**config.mk**
```make
export PLATFORM = sky130hd
export DESIGN_NAME = mul8_seq
export DESIGN_NICKNAME = d
export VERILOG_FILES = /design/src/rtl/mul8_pkg.sv /design/src/rtl/mul8_seq_adder8.sv /design/src/rtl/mul8_seq.sv
export SDC_FILE = /design/constraint.sdc
export NUM_CORES = 1
export LEC_CHECK = 0
export ABC_AREA = 1
export CORE_ASPECT_RATIO = 1.4
export CORE_UTILIZATION = 45
export CTS_CLUSTER_SIZE = 20
export DETAILED_ROUTE_END_ITERATION = 7
export GPL_ROUTABILITY_DRIVEN = 0
export MAX_ROUTING_LAYER = met4
export PLACE_DENSITY = 0.79
export SETUP_SLACK_MARGIN = 0.05
export SLEW_MARGIN = 10
export SYNTH_ARGS = -nofsm -noshare
export SYNTH_HDL_FRONTEND = slang
export SYNTH_SLANG_ARGS = --single-unit
```
**constraint.sdc**
```tcl
create_clock -name clk -period 4.1 [get_ports clk]
set_input_delay 0.82 -clock clk [delete_from_list [all_inputs] [get_ports clk]]
set_output_delay 0.82 -clock clk [all_outputs]
set_load 0.03 [all_outputs]
```
**src/rtl/mul8_pkg.sv**
```systemverilog
// Shared types and constants for the 8x8 sequential shift-add multiplier.
package mul8_pkg;

    localparam int MUL_W    = 8;
    localparam int MUL_ITER = 8;

    typedef enum logic [1:0] {
        IDLE = 2'd0,
        RUN  = 2'd1,
        DONE = 2'd2
    } state_t;

endpackage

```
**src/rtl/mul8_seq_adder8.sv**
```systemverilog
// 8-bit ripple-carry adder used as the single datapath adder of mul8_seq.
module adder8 (
    input  logic [7:0] a,
    input  logic [7:0] b,
    input  logic       c_in,
    output logic [7:0] sum,
    output logic       c_out
);

    logic carry;

    always_comb begin
        carry = c_in;
        sum   = '0;
        for (int i = 0; i < 8; i++) begin
            sum[i] = a[i] ^ b[i] ^ carry;
            carry  = (a[i] & b[i]) | (carry & (a[i] ^ b[i]));
        end
        c_out = carry;
    end

endmodule

```
**src/rtl/mul8_seq.sv**
```systemverilog
// Sequential 8x8 unsigned multiplier: one shift-add step per clock,
// valid/ready on both sides. States: IDLE accept | RUN iterate | DONE hold P.
module mul8_seq
    import mul8_pkg::*;
(
    input  logic         clk,
    input  logic         rst_n,
    input  logic         in_valid,
    output logic         in_ready,
    input  logic [7:0]   A,
    input  logic [7:0]   B,
    output logic         out_valid,
    input  logic         out_ready,
    output logic [15:0]  P,
    output logic         busy
);

    state_t             state_q, state_d;
    logic [2:0]         count_q;
    logic [MUL_W-1:0]   mcand_q;
    logic [MUL_W-1:0]   upper_q;
    logic [MUL_W-1:0]   lower_q;
    logic [MUL_W-1:0]   addend;
    logic [MUL_W-1:0]   sum;
    logic               c_out;
    logic               accept;

    assign addend = lower_q[0] ? mcand_q : '0;

    adder8 u_adder (
        .a     (upper_q),
        .b     (addend),
        .c_in  (1'b0),
        .sum   (sum),
        .c_out (c_out)
    );

    always_ff @(posedge clk or negedge rst_n) begin
        if (!rst_n) begin
            state_q <= IDLE;
        end else begin
            state_q <= state_d;
        end
    end

    always_comb begin
        state_d   = state_q;
        in_ready  = 1'b0;
        out_valid = 1'b0;
        busy      = 1'b1;
        case (state_q)
            IDLE: begin
                in_ready = 1'b1;
                busy     = 1'b0;
                if (in_valid) state_d = RUN;
            end
            RUN: begin
                if (count_q == 3'(MUL_ITER - 1)) state_d = DONE;
            end
            DONE: begin
                out_valid = 1'b1;
                if (out_ready) state_d = IDLE;
            end
            default: state_d = IDLE;
        endcase
    end

    assign accept = in_valid && in_ready;

    // The carry out of each step lands in upper[7] as the pair shifts right.
    always_ff @(posedge clk or negedge rst_n) begin
        if (!rst_n) begin
            count_q <= '0;
            mcand_q <= '0;
            upper_q <= '0;
            lower_q <= '0;
        end else if (accept) begin
            count_q <= '0;
            mcand_q <= A;
            upper_q <= '0;
            lower_q <= B;
        end else if (state_q == RUN) begin
            {upper_q, lower_q} <= {c_out, sum, lower_q[MUL_W-1:1]};
            count_q            <= count_q + 3'd1;
        end
    end

    assign P = {upper_q, lower_q};

endmodule

```
Yosys cells after proc, flatten, opt, wreduce, memory -nomap -nowiden. Cells that the tools add are included.

Flip-flop bits (word level): 29. Word-level logic and storage cells: 67.

Add/sub/neg operators: 1. Equality and inequality tests: 6. Muxes and demuxes: 14. Bitwise logic cells: 37. Reduce and logical (&&, ||, !) cells: 4.

Operators with widths (count): 8-bit two-way mux (5); 1-bit AND (15); 1-bit XOR (15); 1-bit bitwise OR (7); 2-bit two-way mux (3); 3-bit two-way mux (2); 2-bit inequality test (second input constant) (3); 2-bit one-hot mux with 3 select lines (1); 3-bit by 1-bit adder with 3-bit output (second input constant) (1); 3-bit == test (second input constant) (1); 1-bit two-way mux (3); 3-bit AND reduction (1); 2-bit by 1-bit == test with 1-bit output (second input constant) (1); 2-bit == test (second input constant) (1); 2-bit zero test (1); 2-bit nonzero test (1); 1-bit logical AND (1).

Logic depth before layout (Yosys ltp).
Depth after elaboration: 18. Depth in mapped cells: 15. Gate-level depth less buffers: 14.

Modules after synthesis. From an unflattened synthesis, not the netlist that was laid out.

Cell total of the unflattened synthesis: 173. Area total of the unflattened synthesis: 1512.7 um2.

By module, submodules not included: mul8_seq (instances 1, cells each 155, area an instance 1315.0 um2, sequential area each 725.7 um2); adder8 (instances 1, cells each 18, area an instance 197.7 um2, sequential area each 0.0 um2).

Worst setup path after synthesis. OpenSTA, ideal clock, no wires.

Path type: reg-to-reg. From: reg lower_q[0]. To: reg upper_q[6]. Arrival time: 3.592 ns. Setup slack: 0.382 ns. Cell stages (with the launch flop): 16. Cell sequence: dfrtp_1 -> buf_4 -> nand2_1 -> inv_1 -> ha_1 -> inv_1 -> fa_1 -> fa_1 -> fa_1 -> fa_1 -> fa_1 -> inv_1 -> fa_1 -> inv_1 -> fa_1 -> o21ai_0.

Longest elaborated chain between the ends: 17.

Ends and longest elaborated chain: start, declared (RTL line mul8_seq.sv:22) `logic [MUL_W-1:0] lower_q;`; start signal, assigned (RTL line mul8_seq.sv:83) `{upper_q, lower_q} <= {c_out, sum, lower_q[MUL_W-1:1]};`; 8-bit two-way mux * (RTL line mul8_seq.sv:28) `assign addend = lower_q[0] ? mcand_q : '0;`; 1-bit AND / 1-bit XOR (equally long branches) (RTL line mul8_seq_adder8.sv:17) `carry = (a[i] & b[i]) | (carry & (a[i] ^ b[i]));`; 1-bit AND (RTL line mul8_seq_adder8.sv:17); 1-bit bitwise OR (RTL line mul8_seq_adder8.sv:17); 1-bit AND (RTL line mul8_seq_adder8.sv:17); 1-bit bitwise OR (RTL line mul8_seq_adder8.sv:17); 1-bit AND (RTL line mul8_seq_adder8.sv:17); 1-bit bitwise OR (RTL line mul8_seq_adder8.sv:17); 1-bit AND (RTL line mul8_seq_adder8.sv:17); 1-bit bitwise OR (RTL line mul8_seq_adder8.sv:17); 1-bit AND (RTL line mul8_seq_adder8.sv:17); 1-bit bitwise OR (RTL line mul8_seq_adder8.sv:17); 1-bit AND (RTL line mul8_seq_adder8.sv:17); 1-bit bitwise OR (RTL line mul8_seq_adder8.sv:17); 1-bit XOR * (RTL line mul8_seq_adder8.sv:16) `sum[i] = a[i] ^ b[i] ^ carry;`; 8-bit two-way mux * (RTL line mul8_seq.sv:82) `end else if (state_q == RUN) begin`; 8-bit two-way mux * (RTL line mul8_seq.sv:77) `end else if (accept) begin`; end signal, assigned (RTL line mul8_seq.sv:83); end, declared (RTL line mul8_seq.sv:21) `logic [MUL_W-1:0] upper_q;`.

Every way passes the cells marked *; elsewhere a longest branch is shown, timed or not. The select of a mux whose other input is x is not followed. A chain may end at the register's enable or synchronous reset.

Worst setup path in the final report. Same ends and word-level chain as after synthesis.

==> flow_summary.yaml <==
status:
  status: "complete, no violations"
grt:
  grt_use_total_pct: 20.8
  grt.overflow.total: 0
  antenna_found_initial: 0
  grt_pass1_wl_mm: 5.30
  grt_pass1_vias: 1188
  grt_max_degree: 30
clock_network:
  h-tree-depth: 2
  clk_pin_slew_ns: 0.06
  post_cts_resized: 0
  cts.sinks: 29
  cts_tree: "yes"
  cts_setup_buffers: 0
  clock_path_buffers: 2
  cts_hold_buf: 0
  cts_root_buf: "clkbuf_8"
  insertion_delay_ns: 0.28
  numCtsBuffers: 5
die:
  rows: 24
  ios: 39
  initial_core_util_pct: 48.1
  die_h_um: 70.7
  die_area_mm2: 0.00361
  die_w_um: 51.0
  core_mm2: 0.00315
min_path:
  hp-start: "mcand_q[1]"
  hold_depth: 2
  holdPathEnd: "mcand_q[1]"
  worstHoldPathType: "reg2reg"
synthesis:
  avgSynthCellArea_um2: 9.59
  synth_area_leaders: "dfrtp_1 48%, nand2_1 13%, fa_1 9.2%, nand3_1 5.6%, nand3_2 4.6%"
  synth_cell_types: 17
  ys_seq_elements: 29
  synth_top_area_share_pct: 47.9
  seq_area_frac_synth_pct: 47.9
  netlist_area_mm2: 0.00152
  synth_top_cell_by_area: "dfrtp_1"
  syn_nets: 188
  netlist_instances: 158
  yosys_warnings: 0
setup_path:
  ff2ff_path_depth: 14
  worstReg2RegEnd: "upper_q[6]"
  worstSetupPathType: "reg2reg"
  startpoint_type: "register"
  critPathCaptureType: "register"
  crit_arrival_ns: 3.88
  required_ns: 4.26
  worstPathMaxFanout: 10
  r2r-start: "lower_q[0]"
  ff2ff_setup_slack_ns: 0.38
layout:
  synthToLayoutAreaGrowth_pct: 30.6
  drive_gt1_share_pct: 13.1
  layout.nets: 228
  fillCellCount: 277
  insertedDiodeCount: 0
timing:
  tns_ns: 0
  timing_hold_violations_final: 0
  period_minus_slack_ns: 3.72
  max_freq_ghz: 0.268
  worstMarginPinSlew_ns: 0.709
  period_share_pct: 90.9
  whs_ns: 0.474
  setup_violations: 0
  grt_setup_unrepaired: "false"
  slew_viol_final: 0
  slew_headroom_pct: 52.6
  worst_clock_skew_ns: 0.00403
route:
  wl_per_cell_um: 12.8
  top_layer: "met4"
  drt_first_pass_iters: 5
  num_vias: 1170
  drc: 0
  antenna_left: 0
  wl_met3_um: 135
  avgViaCountPerCell: 4.94
  drt-total-wl_mm: 3.03
  first_iter_violations: 45
  wl_met1_mm: 1.20
  route.met2.wl_mm: 1.63
power_and_ir_drop:
  peakVddDrop_mv: 0.415
  power_density_mw_per_mm2: 726
  power.leakage_uw: 0.000926
flow_run:
  maxCapViolCount: 0
place:
  dp_hpwl_mm: 2.29
  port_buffers: 38
==> cell usage in the layout (no fill, tap or decap) <==
cell type        synthesis  final
buf_4                    1      1
clkbuf_1                 0      1
clkbuf_8                 0      6
clkdlybuf4s50_1          0     38
dfrtp_1                 29     29
fa_1                     7      7
ha_1                     3      3
inv_1                   15     15
inv_4                    1      1
nand2_1                 52     52
nand2_2                  8      8
nand2_4                  1      1
nand3_1                 17     17
nand3_2                  7      7
nor2_4                   1      1
o21ai_0                 10     10
o21ai_4                  1      1
==> where the power goes <==
part           leakage, µW  switching (µW)  internal [µW]
Clock            0.0000443             102            133
Sequential        0.000368             103            410
Combinational     0.000514             415            274
==> cell families (layout without fill, tap and decap cells) <==
| logic type | count (synthesis) | in the layout | share of synthesized area [%] |
|---|---|---|---|
| flops | 29 | 29 | 47.9 |
| simple gates | 86 | 86 | 27.9 |
| compound gates | 11 | 11 | 4.38 |
| buf+inv | 22 | 62 | 8.09 |
| fa+ha+maj | 10 | 10 | 11.7 |
==> critical path: stages (launching register included) <==
cell and delay (ns):
dfrtp_1 0.49, nand2_1 0.08, inv_1 0.06, ha_1 0.13, inv_1 0.04, fa_1 0.40, fa_1 0.41, fa_1 0.40
fa_1 0.39, fa_1 0.36, inv_1 0.07, fa_1 0.16, inv_1 0.05, fa_1 0.48, o21ai_0 0.08
==> worst max path at each step <==
stage / start / end / slack (ns)
final: lower_q[0] / upper_q[6] / 0.38
after global routing: lower_q[0] / upper_q[6] / 0.17
after CTS: lower_q[0] / upper_q[6] / 0.35
after detailed placement: lower_q[0] / upper_q[6] / 0.35
after global placement: lower_q[0] / upper_q[6] / 0.52
after floorplan: lower_q[0] / upper_q[6] / 0.38
==> cells in the mapped netlist <==
library cell  instances
buf_6                 2
buf_2                 2
o21ai_0              10
nand3_1              17
ha_1                  3
inv_1                15
fa_1                  7
nand2_2               8
inv_4                 1
nand3_2               7
nand2_4               1
nor2_4                1
o21ai_4               1
nand2_1              52
buf_12                1
dfrtp_1              29
buf_4                 1
==> metrics by stage <==
step                setup slack, ns  total power [µW]  instance area [µm²]  cells  utilization (%)
floorplan                     0.382              1000                 1520    158                -
global placement              0.524              1190                 1890    230             60.0
detailed placement            0.351              1220                 1890    230             60.0
CTS                           0.346              1450                 1980    237             62.7
global route                  0.173              1540                 1980    237             62.7
finish                        0.375              1440                 1980    237             62.7
==> layer usage <==
metal | GRT usage (%) | up-vias
met5 | - | -
li1 | - | 574
met3 | 4.95 | 9
met2 | 34.2 | 33
met4 | 11.7 | 0
met1 | 22.4 | 554
==> cell type report <==
| cell class | count | area (µm²) | share of cell area (%) |
|---|---|---|---|
| tap | 39 | 48.8 | 2.47 |
| inverter | 16 | 62.6 | 3.16 |
| multi-input combinational | 107 | 667 | 33.7 |
| sequential | 29 | 726 | 36.7 |
| clock buffer | 7 | 86.3 | 4.36 |
| timing repair buffer | 39 | 388 | 19.6 |
==> registers in the layout (all words and copies together), names as in the netlist <==
| name | count |
|---|---|
| lower_q | 8 |
| mcand_q | 8 |
| upper_q | 8 |
| count_q | 3 |
| state_q | 2 |
(Power assumes the default switching activity.)
